## src/rtl/ysyx_22050019_arb_pkg.sv

```systemverilog
`default_nettype none
// ============================================================================
// Module  : ysyx_22050019_arb_pkg
// Purpose : Shared definitions for the two-master AXI-lite read arbiter:
//           FSM state encoding, one-hot grant constants, response codes.
// Ports   : none (package)
// Config  : YSYX_22050019_ARB_RR_EN selects round-robin in the picker.
// Revision: 1.0 - initial release
// ============================================================================
package ysyx_22050019_arb_pkg;

  typedef enum logic [1:0] {
    ST_IDLE = 2'b00,
    ST_ADDR = 2'b01,
    ST_DATA = 2'b10
  } arb_state_t;

  // One-hot grant encoding, bit order {m1, m0}
  localparam logic [1:0] GRANT_NONE = 2'b00;
  localparam logic [1:0] GRANT_M0   = 2'b01;
  localparam logic [1:0] GRANT_M1   = 2'b10;

  localparam logic [1:0] RESP_OKAY  = 2'b00;

endpackage
`default_nettype wire

```

## src/rtl/ysyx_22050019_arb_pick.sv

```systemverilog
`default_nettype none
// ============================================================================
// Module  : ysyx_22050019_arb_pick
// Purpose : Combinational winner selection for the read arbiter.
// Ports   : req        [1:0] in  - pending requests {m1, m0}
//           last_grant [1:0] in  - one-hot owner of the last completed read
//           win        [1:0] out - one-hot winner, 0 when no request
// Config  : YSYX_22050019_ARB_RR_EN defined -> round-robin on ties,
//           otherwise fixed priority m1 > m0.
// Revision: 1.0 - initial release
// ============================================================================
module ysyx_22050019_arb_pick
  import ysyx_22050019_arb_pkg::*;
(
  input  logic [1:0] req,
  input  logic [1:0] last_grant,
  output logic [1:0] win
);

`ifdef YSYX_22050019_ARB_RR_EN
  // On a tie the master that did not own the last read wins; a lone
  // requester always wins.
  always_comb begin
    win = GRANT_NONE;
    if (req == 2'b11) begin
      win = (last_grant == GRANT_M1) ? GRANT_M0 : GRANT_M1;
    end else if (req[1]) begin
      win = GRANT_M1;
    end else if (req[0]) begin
      win = GRANT_M0;
    end
  end
`else
  // Fixed priority: LSU (m1) ahead of IFU (m0). History is not consulted.
  logic w_unused_last_grant;
  assign w_unused_last_grant = ^last_grant;

  always_comb begin
    win = GRANT_NONE;
    if (req[1]) begin
      win = GRANT_M1;
    end else if (req[0]) begin
      win = GRANT_M0;
    end
  end
`endif

endmodule
`default_nettype wire

```

## src/rtl/ysyx_22050019_axi_rd_arbiter.sv

```systemverilog
`default_nettype none
// ============================================================================
// Module  : ysyx_22050019_axi_rd_arbiter
// Purpose : Two-master / one-slave AXI-lite read arbiter. Sequences one
//           single-beat read at a time (AR then R) from the fetch buffer (m0)
//           or the LSU (m1) and routes the response to the granted master.
// Ports   : clk, rst_n (synchronous, active-high despite the name)
//           m0_*/m1_*  : master AR (valid/addr/ready) and R (valid/data/
//                        resp/ready) channels
//           s_*        : slave AR and R channels
//           grant_o    : one-hot owner {m1,m0}, 0 in IDLE
//           err_o      : sticky, set on any non-OKAY response
// Config  : YSYX_22050019_ARB_RR_EN -> round-robin arbitration (else m1 > m0)
// Revision: 1.0 - initial release
// ============================================================================
module ysyx_22050019_axi_rd_arbiter #(
  parameter int ADDR_W = 32,
  parameter int DATA_W = 128
) (
  input  logic              clk,
  input  logic              rst_n,

  input  logic              m0_ar_valid_i,
  input  logic [ADDR_W-1:0] m0_ar_addr_i,
  output logic              m0_ar_ready_o,
  output logic              m0_r_valid_o,
  output logic [DATA_W-1:0] m0_r_data_o,
  output logic [1:0]        m0_r_resp_o,
  input  logic              m0_r_ready_i,

  input  logic              m1_ar_valid_i,
  input  logic [ADDR_W-1:0] m1_ar_addr_i,
  output logic              m1_ar_ready_o,
  output logic              m1_r_valid_o,
  output logic [DATA_W-1:0] m1_r_data_o,
  output logic [1:0]        m1_r_resp_o,
  input  logic              m1_r_ready_i,

  output logic              s_ar_valid_o,
  output logic [ADDR_W-1:0] s_ar_addr_o,
  input  logic              s_ar_ready_i,
  input  logic              s_r_valid_i,
  input  logic [DATA_W-1:0] s_r_data_i,
  input  logic [1:0]        s_r_resp_i,
  output logic              s_r_ready_o,

  output logic [1:0]        grant_o,
  output logic              err_o
);

  import ysyx_22050019_arb_pkg::*;

  arb_state_t r_state;
  arb_state_t w_state_nxt;
  logic [1:0] r_grant;
  logic [1:0] w_grant_nxt;
  logic [1:0] r_last_grant;
  logic [1:0] w_last_grant_nxt;
  logic       r_err;
  logic       w_err_nxt;

  logic [1:0] w_req;
  logic [1:0] w_win;
  logic       w_sel_ar_valid;
  logic       w_sel_r_ready;
  logic       w_r_hs;

  assign w_req = {m1_ar_valid_i, m0_ar_valid_i};

  ysyx_22050019_arb_pick u_pick (
    .req        (w_req),
    .last_grant (r_last_grant),
    .win        (w_win)
  );

  // Granted master's handshake inputs; grant is one-hot so AND-OR is a mux.
  assign w_sel_ar_valid = (r_grant[1] & m1_ar_valid_i) | (r_grant[0] & m0_ar_valid_i);
  assign w_sel_r_ready  = (r_grant[1] & m1_r_ready_i)  | (r_grant[0] & m0_r_ready_i);
  assign w_r_hs         = (r_state == ST_DATA) && s_r_valid_i && w_sel_r_ready;

  // --------------------------------------------------------------------------
  // State register
  // --------------------------------------------------------------------------
  always_ff @(posedge clk) begin
    if (rst_n) begin
      r_state      <= ST_IDLE;
      r_grant      <= GRANT_NONE;
      r_last_grant <= GRANT_M0;
      r_err        <= 1'b0;
    end else begin
      r_state      <= w_state_nxt;
      r_grant      <= w_grant_nxt;
      r_last_grant <= w_last_grant_nxt;
      r_err        <= w_err_nxt;
    end
  end

  // --------------------------------------------------------------------------
  // Next-state logic
  // --------------------------------------------------------------------------
  always_comb begin
    w_state_nxt      = r_state;
    w_grant_nxt      = r_grant;
    w_last_grant_nxt = r_last_grant;
    w_err_nxt        = r_err;
    case (r_state)
      ST_IDLE: begin
        if (|w_req) begin
          w_state_nxt = ST_ADDR;
          w_grant_nxt = w_win;
        end
      end
      ST_ADDR: begin
        // A master withdrawing its request before the handshake (e.g. IFU
        // flush) releases the slot without touching the slave.
        if (!w_sel_ar_valid) begin
          w_state_nxt = ST_IDLE;
          w_grant_nxt = GRANT_NONE;
        end else if (s_ar_ready_i) begin
          w_state_nxt = ST_DATA;
        end
      end
      ST_DATA: begin
        if (w_r_hs) begin
          w_state_nxt      = ST_IDLE;
          w_grant_nxt      = GRANT_NONE;
          w_last_grant_nxt = r_grant;
          if (s_r_resp_i != RESP_OKAY) begin
            w_err_nxt = 1'b1;
          end
        end
      end
      default: begin
        w_state_nxt = ST_IDLE;
        w_grant_nxt = GRANT_NONE;
      end
    endcase
  end

  // --------------------------------------------------------------------------
  // Channel routing. Everything is forced quiet while reset is asserted so no
  // handshake can complete in the reset cycle itself.
  // --------------------------------------------------------------------------
  always_comb begin
    s_ar_valid_o  = 1'b0;
    s_ar_addr_o   = '0;
    s_r_ready_o   = 1'b0;
    m0_ar_ready_o = 1'b0;
    m1_ar_ready_o = 1'b0;
    m0_r_valid_o  = 1'b0;
    m1_r_valid_o  = 1'b0;
    m0_r_data_o   = '0;
    m1_r_data_o   = '0;
    m0_r_resp_o   = 2'b00;
    m1_r_resp_o   = 2'b00;
    if (!rst_n) begin
      case (r_state)
        ST_ADDR: begin
          // Address is passed through live so a redirect before the
          // handshake reaches the slave.
          s_ar_valid_o  = w_sel_ar_valid;
          s_ar_addr_o   = r_grant[1] ? m1_ar_addr_i : m0_ar_addr_i;
          m0_ar_ready_o = r_grant[0] & s_ar_ready_i;
          m1_ar_ready_o = r_grant[1] & s_ar_ready_i;
        end
        ST_DATA: begin
          s_r_ready_o = w_sel_r_ready;
          if (r_grant[0]) begin
            m0_r_valid_o = s_r_valid_i;
            m0_r_data_o  = s_r_data_i;
            m0_r_resp_o  = s_r_resp_i;
          end
          if (r_grant[1]) begin
            m1_r_valid_o = s_r_valid_i;
            m1_r_data_o  = s_r_data_i;
            m1_r_resp_o  = s_r_resp_i;
          end
        end
        default: begin
        end
      endcase
    end
  end

  assign grant_o = r_grant;
  assign err_o   = r_err;

endmodule
`default_nettype wire

```

## config.mk

```make
export PLATFORM = sky130hd
export DESIGN_NAME = ysyx_22050019_axi_rd_arbiter
export DESIGN_NICKNAME = d
export VERILOG_FILES = /design/src/rtl/ysyx_22050019_arb_pkg.sv /design/src/rtl/ysyx_22050019_arb_pick.sv /design/src/rtl/ysyx_22050019_axi_rd_arbiter.sv
export SDC_FILE = /design/constraint.sdc
export NUM_CORES = 1
export LEC_CHECK = 0
export ABC_AREA = 0
export CORE_AREA = 2 2 194 196
export DETAILED_ROUTE_END_ITERATION = 10
export DIE_AREA = 0 0 196 198
export SYNTH_ARGS = -nofsm -noshare
export SYNTH_HDL_FRONTEND = slang
export SYNTH_SLANG_ARGS = --single-unit
export TNS_END_PERCENT = 20
```

## constraint.sdc

```tcl
create_clock -name clk -period 6.4 [get_ports clk]
set_clock_uncertainty 0.05 [all_clocks]
set_input_delay 1.92 -clock clk [delete_from_list [all_inputs] [get_ports clk]]
set_output_delay 1.92 -clock clk [all_outputs]
set_load 0.1 [all_outputs]
```

Yosys cells after proc, flatten, opt, wreduce, memory -nomap -nowiden

Index checks and enable logic that the tools add are counted.

Reduce and logical (&&, ||, !) cells: 8
Multiplexer cells: 39
Bitwise operators: 8
Eq/ne operators: 6

Operator list:

| operator           | count |
|---|---|
| $mux 128           | 6 |
| $mux 32            | 3 |
| $mux 2             | 13 |
| $mux 1             | 15 |
| $pmux 2 s3         | 2 |
| $reduce_and 3->1   | 3 |
| $and 1x1->1        | 6 |
| $ne 2x2->1 const B | 3 |
| $ne 3x3->1 const B | 1 |
| $eq 2x1->1 const B | 1 |
| $eq 2x2->1 const B | 1 |
| $logic_and 1x1->1  | 2 |
| $logic_not 2->1    | 1 |
| $or 1x1->1         | 2 |
| $reduce_bool 2->1  | 1 |
| $reduce_or 2->1    | 1 |

Bits in registers: 5
Output and inout port bits: 301
Logic and storage cells: 64

Logic depth before layout (Yosys ltp)

Gate-level depths: netlist of run 1.

Word-level depth: 5
Gate-level depth with buffers: 5

By module

A second synthesis of run 1 with hierarchy kept.

Cells, all modules: 441
Area, all modules: 2841.5 um^2

Modules (own cells, without submodules):

| module                       | cells an instance | area each (um^2) | times used |
|---|---|---|---|
| ysyx_22050019_axi_rd_arbiter | 439               | 2820.2           | 1 |
| ysyx_22050019_arb_pick       | 2                 | 21.3             | 1 |

Least setup slack after synthesis of run 1

No wires, ideal clock.

Path type: input-to-output
Start: in rst_n
End: out s_r_ready_o
Data required time: 4430 ps
Setup slack: 252 ps
Buffers on the path: 1
Data arrival time: 4178 ps
Stages on the path: 2
Cell sequence: buf_2 nor3_1

Word-level cells in the longest chain between the ends: 1

RTL lines:

| what               | RTL line                            | RTL |
|---|---|---|
| start: declaration | ysyx_22050019_axi_rd_arbiter.sv:21  | `input logic rst_n,` |
| $mux 1             | ysyx_22050019_axi_rd_arbiter.sv:156 | `if (!rst_n) begin` |
| end: declaration   | ysyx_22050019_axi_rd_arbiter.sv:45  | `output logic s_r_ready_o,` |

No other way between the ends.

Final worst setup path of run 1

Start: in rst_n
End: out m1_r_data_o[119]

Word-level cells in the longest chain between the ends: 1

RTL lines:

| what             | RTL line                            | RTL |
|---|---|---|
| $mux 128         | ysyx_22050019_axi_rd_arbiter.sv:156 |  |
| end: declaration | ysyx_22050019_axi_rd_arbiter.sv:35  | `output logic [DATA_W-1:0] m1_r_data_o,` |

No other way between the ends.

==> metrics.md, run 1 <==
| Metric | Value |
|---|---|
| Status | finished, final reports clean |
| Highest clock rate | 174 MHz |
| Slew Viols, Final | 0 |
| Clock sinks | 5 |
| Synth top cells by count | and2_1, nor2_1, mux2i_1 |
| Htree depth | 1 |
| Fin crit share | 90.0% |
| Skew-Pair Late Insertion Delay | 0.23 ns |
| Placed cell areas | 11000 um2 |
| Setup TNS | 0 ns |
| Non-Filler Cell Area, Final | 11100 um2 |
| R2R Path End | grant_o[1] |
| Clk root buf | clkbuf_16 |
| Power share of the clock group | 23.8% |
| Most used DFF post-synth | dfxtp_1 |
| Port Buffers | 502 |
| Post-synthesis net count | 605 |
| Synth warnings | 0 |
| Reg2Reg Launch Point | grant_o[1] |
| Worst Hold End | err_o |
| Data arrival, critical path | 3.79 ns |
| Register bit total from synthesis | 5 |
| Cell type with the largest total area after synthesis | and2_1 |
| Antenna diode instance count | 0 |
| Crit-path max FO | 50 |
| CP max-delay cell | clkdlybuf4s50_1 |
| Total GRT Usage | 11.1% |
| Leakage power total | 4.35 nW |
| RSZ-0062 raised after global routing | no |
| Gate power share | 68.4% |
| CP Launch Point | rst_n |
| Routed Antenna Nets | 0 |
| Int Power | 0.277 mW |
| Critical path cell sequence | clkdlybuf4s50_1 -> nor3b_4 -> buf_4 -> and2_1 -> buf_12 |
| Die height | 198 um |
| Hold Path Origin | err_o |
| CP Launch Type | input pin |
| Total gr overflow | 0 |
| FF-to-FF setup slack | 4.77 ns |
| Top cells by area, synth | and2_1, mux2i_1, nor2_1 |
| Pwr Density | 39.8 nW/um2 |
| CTS tree | yes |
| Routed WL | 22900 um |
| Pin count of the biggest net entering global routing | 88 |
| Synth unique cells | 28 |
| Post-synthesis cell area | 2600 um2 |
| Nets | 1081 |
| Hold Path Class | reg -> reg |
| Setup Viol. Count Final | 0 |
| Worst setup slack after layout | 0.638 ns |
| Drt pass-1 iters | 4 |
| Mean routed wirelength per cell | 16.9 um |
| DIE WIDTH | 196 um |
| Core footprint | 37000 um2 |
| First-pass GRT wire length | 32000 um |
| Initial Util | 7.05% |
| Final hold violation count | 0 |
| CTS resizes | 0 |
| Via count | 4511 |
| R2R depth | 4 |
| Vias in the first global route | 4602 |
| DP HPWL | 21100 um |
| Relative slew slack | 32.6% |
| Site Rows | 71 |
| Initial DRC Count | 105 |
| CTS Hold Bufs | 0 |
| IO Pins | 503 |
| WHS Path Cells | 1 |
| Sw frac | 37.4% |
| Asr flop ratio synth | 0% |
| Mean Syn Cell Area | 6.46 um2 |
| Fillers | 3809 |
| Area Growth Syn to Fin | 326% |
| CP peak stage delay | 0.64 ns |
| WS Path Type | in -> out |
| Crit path time final | 5.76 ns |
| Required @ worst endpoint | 4.43 ns |
| Initial antenna violation count | 3 |
| CTS buffer count | 3 |
| Mapped Cells | 403 |
| Worst-Margin Slew | 1.01 ns |
| NetSw | 0.165 mW |
| Max cap viols | 0 |
| Share of power burned in registers | 7.8% |
| CTS clk-pin slew, worst paths | 0.03 ns |
| EDFF count, synth | 0 |
| Die area | 38800 um2 |
| Placement Setup Slack | 0.624 ns |
| CTS max path bufs | 2 |
| Synth top area share | 62.7% |
| Via density | 3.34 |
| Most common cell in the netlist | and2_1 |
| Setup crit end kind | primary output |
| DRC violation count after routing | 0 |
| Sequential share of the synthesized area | 3.84% |
| Max IR drop VDD | 0.0000867 V |
| Post-CTS Setup Bufs | 0 |
| Share of cells above drive strength 1 | 35.5% |
| Global placer's final weighted congestion | 0.785 |
==> sequential cells by signal, indices dropped and copies added, names as in the netlist <==
signal and flops:
grant_o 2, err_o 1, r_state 2
==> power by group through the flow <==
stage          sequential, mW  combinational [mW]  clock, mW
2_1_floorplan          0.0380               0.107          0
3_3_place_gp           0.0347               0.303          0
3_5_place_dp           0.0349               0.304          0
4_1_cts                0.0345               0.305      0.106
5_1_grt                0.0348               0.317      0.108
6_report               0.0346               0.302      0.105
==> layout by cell type (no fill, tap or decap) <==
| cell type | count |
|---|---|
| buf_12 | 294 |
| and2_1 | 261 |
| clkdlybuf4s50_1 | 204 |
| nor2_1 | 37 |
| mux2i_1 | 32 |
| buf_4 | 10 |
| nand3b_1 | 4 |
| a21oi_1 | 4 |
| dfxtp_1 | 4 |
| clkbuf_16 | 3 |
| nor3b_4 | 2 |
| nand2_1 | 2 |
| nor3_1 | 2 |
| and3_1 | 2 |
| nor4_1 | 2 |
| nand2b_2 | 1 |
| a22oi_1 | 1 |
| nor3b_1 | 1 |
| a22o_1 | 1 |
| inv_1 | 1 |
| nor2b_1 | 1 |
| o221ai_1 | 1 |
| o21ba_2 | 1 |
| o21bai_1 | 1 |
| a21boi_0 | 1 |
| o22ai_1 | 1 |
| o21ai_0 | 1 |
| nand4b_1 | 1 |
| clkbuf_1 | 1 |
| dfxtp_2 | 1 |
==> how the worst max path moves through the flow <==
stage	slack, ns	to	cells after the start
2_1_floorplan	0.25	s_r_ready_o	2
3_5_place_dp	0.62	m1_r_data_o[17]	5
4_1_cts	0.63	m1_r_data_o[17]	5
6_report	0.64	m1_r_data_o[119]	5
3_3_place_gp	0.63	m1_r_data_o[17]	5
5_1_grt	0.50	m1_r_data_o[39]	5
==> metal layers <==
| layer | track usage, % | wire [um] | up-vias | part of all wire [%] |
|---|---|---|---|---|
| li1 | - | - | 2193 | - |
| met1 | 13.2 | 9060 | 2004 | 40 |
| met2 | 20.7 | 11700 | 306 | 51 |
| met3 | 3.15 | 2080 | 8 | 9.1 |
| met4 | 0.477 | 56 | 0 | 0.24 |
| met5 | 0 | 0 | - | 0 |
==> area by class of cell <==
type / count / area, um2 / area share [%]
Timing Repair Buffer: 508 / 8000 / 72.1
Multi-Input combinational cell: 360 / 2310 / 20.9
Tap cell: 474 / 593 / 5.35
Sequential cell: 5 / 101 / 0.913
Clock buffer: 4 / 78.8 / 0.710
Inverter: 1 / 3.75 / 0.0338
==> metrics by stage <==
stage	std cells	power [mW]	util [%]	hold slack [ns]
finish	1352	0.442	30.0	0.438
floorplan	403	0.145	-	0.553
global placement	1348	0.338	29.8	0.425
detailed placement	1348	0.339	29.8	0.427
global route	1352	0.460	30.0	0.447
CTS	1352	0.446	30.0	0.439
==> critical path, delay by kind of cell <==
| kind | cells | cell delay [ns] |
|---|---|---|
| buffers and inverters | 3 | 1.24 |
| AND/OR/NAND/NOR | 2 | 0.60 |
==> kinds of logic after synthesis <==
kind of cell,count (synthesis),share of synthesized area [%]
AO/OA/AOI/OAI,12,3.12
buffers and inverters,38,7.30
flip-flops,5,3.84
multiplexers,32,12.3
AND/OR/NAND/NOR,316,73.4
No activity file was read; power rests on OpenSTA's default activity.
==> run 2: changes to the inputs <==
--- a/config.mk
+++ b/config.mk
@@ -9,7 +9,7 @@
 export CORE_AREA = 2 2 194 196
 export DETAILED_ROUTE_END_ITERATION = 10
 export DIE_AREA = 0 0 196 198
+export HOLD_SLACK_MARGIN = 0.05
 export SYNTH_ARGS = -nofsm -noshare
 export SYNTH_HDL_FRONTEND = slang
 export SYNTH_SLANG_ARGS = --single-unit
-export TNS_END_PERCENT = 20
==> results of run 2 <==
Final layout, timing and power as in run 1 (identical DEF).
==> run 3: changes to the inputs <==
--- a/config.mk
+++ b/config.mk
@@ -6,9 +6,9 @@
 export NUM_CORES = 1
 export LEC_CHECK = 0
 export ABC_AREA = 0
-export CORE_AREA = 2 2 194 196
+export CORE_AREA = 2 2 197 199
 export DETAILED_ROUTE_END_ITERATION = 10
-export DIE_AREA = 0 0 196 198
+export DIE_AREA = 0 0 199 201
 export HOLD_SLACK_MARGIN = 0.05
 export SYNTH_ARGS = -nofsm -noshare
 export SYNTH_HDL_FRONTEND = slang
==> constraint.sdc (replaced) <==
create_clock -name clk -period 5.04 [get_ports clk]
set_clock_uncertainty 0.05 [all_clocks]
set_input_delay 1.512 -clock clk [delete_from_list [all_inputs] [get_ports clk]]
set_output_delay 1.512 -clock clk [all_outputs]
set_load 0.1 [all_outputs]
==> run 3 against run 2 <==
  * Non-clock buffer count is the same
  * Routed wire length decreased by 3.8%
  * Hold slack got worse by 0.0025 ns
  * Combinational power up 26%
  * Worst setup slack worse by 0.089 ns
  * Final area grew 1.6%
  * Highest routed layer unchanged
==> metrics.md, run 3 (synthesized netlist as in run 1, its figures left out) <==
| Metric | Value |
|---|---|
| Crit-path max FO | 81 (+62%) |
| Reg2Reg Launch Point | grant_o[1] |
| Sw frac | 36.9% (-0.45 points) |
| CP max-delay cell | nor3b_4 |
| Finished Layout Cells | 1400 (+3.6%) |
| Vias in the first global route | 4687 (+1.8%) |
| Leakage power total | 4.38 nW (+0.77%) |
| Data arrival, critical path | 2.93 ns (-0.86 ns) |
| DIE WIDTH | 199 um (+1.5%) |
| Share of power burned in registers | 8.0% (+0.2 points) |
| Setup TNS | 0 ns (unchanged) |
| Placed cell areas | 11200 um2 (+1.5%) |
| Via density | 3.25 (-2.5%) |
| DP HPWL | 20400 um (-3.0%) |
| Relative slew slack | 34.2% (+1.6 points) |
| DRC violation count after routing | 0 (unchanged) |
| Highest clock rate | 223 MHz |
| Pwr Density | 49.3 nW/um2 (+24%) |
| Hold Path Origin | err_o |
| IO Pins | 503 (unchanged) |
| Site Rows | 72 (+1.4%) |
| Fin crit share | 89.1% |
| Worst-Margin Slew | 0.984 ns (-0.0239 ns) |
| Slew Viols, Final | 0 (unchanged) |
| Worst setup slack after layout | 0.549 ns (-0.0892 ns) |
| Commonest non-fill, non-tap cell in the layout | buf_12 |
| Power share of the clock group | 23.4% (-0.4 points) |
| Gate power share | 68.6% (+0.2 points) |
| WS Path Type | in -> out |
| Area Growth Syn to Fin | 333% |
| Non-Filler Cell Area, Final | 11300 um2 (+1.6%) |
| Register area | 101 um2 (unchanged) |
| Crit path time final | 4.49 ns |
| Initial Util | 6.84% (-0.21 points) |
| Share of cells above drive strength 1 | 35.8% (+0.23 points) |
| FF-to-FF setup slack | 3.35 ns (-1.42 ns) |
| CP Launch Type | input pin |
| Int Power | 0.350 mW (+27%) |
| Htree depth | 1 (unchanged) |
| NetSw | 0.205 mW (+24%) |
| CTS clk-pin slew, worst paths | 0.03 ns (about the same) |
| Skew-Pair Late Insertion Delay | 0.23 ns (about the same) |
| CTS tree | yes |
| Max cap viols | 0 (unchanged) |
| Mean routed wirelength per cell | 15.7 um (-7.1%) |
| Placement Setup Slack | 0.122 ns (-0.502 ns) |
| Fillers | 3929 (+3.2%) |
| Most frequent cells in the layout | buf_12, and2_1, clkdlybuf4s50_1 |
| Critical path cell sequence | dlymetal6s2s_1 -> nor3b_4 -> buf_12 -> and2_1 -> buf_12 |
| R2R Path End | err_o |
| Core footprint | 38100 um2 (+3.1%) |
| Die area | 40000 um2 (+3.1%) |
| Routed WL | 22000 um (-3.8%) |
| Die height | 201 um (+1.5%) |
| CTS Hold Bufs | 0 (unchanged) |
| Port Buffers | 502 (unchanged) |
| CTS buffer count | 3 (unchanged) |
| Worst Hold End | err_o |
| Required @ worst endpoint | 3.48 ns (-0.95 ns) |
| WHS Path Cells | 1 (unchanged) |
| Crit path max-delay family | buffers and inverters |
| R2R depth | 4 (unchanged) |
| Setup Viol. Count Final | 0 (unchanged) |
| Routed Antenna Nets | 0 (unchanged) |
| Clk root buf | clkbuf_16 |
| CTS max path bufs | 2 (unchanged) |
| Max IR drop VDD | 0.0000803 V (-7.4%) |
| Hold Path Class | reg -> reg |
| Placed instance count | 1392 (+3.3%) |
| Fin util | 29.6% (-0.45 points) |
| Total gr overflow | 0 (unchanged) |
| Initial antenna violation count | 6 (+3) |
| Drt pass-1 iters | 4 (unchanged) |
| Final hold violation count | 0 (unchanged) |
| Total GRT Usage | 10.4% (-0.72 points) |
| CP peak stage delay | 0.36 ns (-0.28 ns) |
| Setup crit end kind | primary output |
| Global placer's final weighted congestion | 0.827 (+5.2%) |
| Clock sinks | 5 (unchanged) |
| Status | finished, final reports clean |
| Nets | 1081 (unchanged) |
| RSZ-0062 raised after global routing | no |
| CP dominant cell by count | buf_12 |
| Via count | 4554 (+0.95%) |
| Area of the multi-input gates | 2320 um2 (+0.22%) |
| Critical path buffer and inverter count | 3 (unchanged) |
| Pin count of the biggest net entering global routing | 82 (-6.8%) |
| First-pass GRT wire length | 30900 um (-3.3%) |
| Post-CTS Setup Bufs | 0 (unchanged) |
| Initial DRC Count | 108 (+2.9%) |
-- run 3: what timing repair did --
item / CTS / global route
endpoints found under the hold margin: 0 / 0
setup endpoints to repair: 0 / 1
resized for setup: 0 / 1
-- run 3: metrics by stage --
step           hold slack, ns  total power [mW]
2_1_floorplan           0.553             0.184
3_3_place_gp            0.424             0.426
3_5_place_dp            0.436             0.428
4_1_cts                 0.444             0.560
5_1_grt                 0.464             0.581
6_report                0.436             0.555
-- run 3: worst max path at each step --
stage                     start         endpoint  slack [ns]  cells after the start
final                     rst_n  m1_r_data_o[34]        0.55                      5
after floorplan           rst_n  s_ar_addr_o[10]      -0.002                      5
after global placement    rst_n   s_ar_addr_o[3]        0.18                      6
after CTS                 rst_n  m0_r_data_o[33]        0.12                      5
after detailed placement  rst_n  m0_r_data_o[33]        0.12                      5
after global routing      rst_n  m1_r_data_o[40]        0.45                      5
-- run 3: power groups by stage --
stage	sequential, mW	clock [mW]	combinational [mW]
after detailed placement	0.0448	0	0.384
after global placement	0.0448	0	0.381
after floorplan	0.0483	0	0.136
after CTS	0.0442	0.131	0.385
after global routing	0.0445	0.137	0.399
final	0.0442	0.130	0.381
-- run 3: worst register-to-register path: cells and delay by family (launching register included) --
family	cells	cell delay [ns]
compound gates	2	0.48
buf+inv	1	0.47
simple gates	1	0.29
flops	1	0.34
-- run 3: per-layer routing --
layer  vias to the layer above  wire length [um]  GRT usage [%]
met5                         -                 0              0
met4                         0               364           3.36
met3                        18              2130           3.11
met2                       325             11500           19.1
met1                      2010              8050           11.2
li1                       2201                 -              -
-- run 3: final cells by class --
cell class | instances | area share [%]
timing repair buffer | 508 | 71.9
multi-input combinational | 360 | 20.6
tap | 518 | 5.75
sequential | 5 | 0.899
clock buffer | 3 | 0.666
antenna | 4 | 0.0888
clock inverter | 1 | 0.0444
inverter | 1 | 0.0333
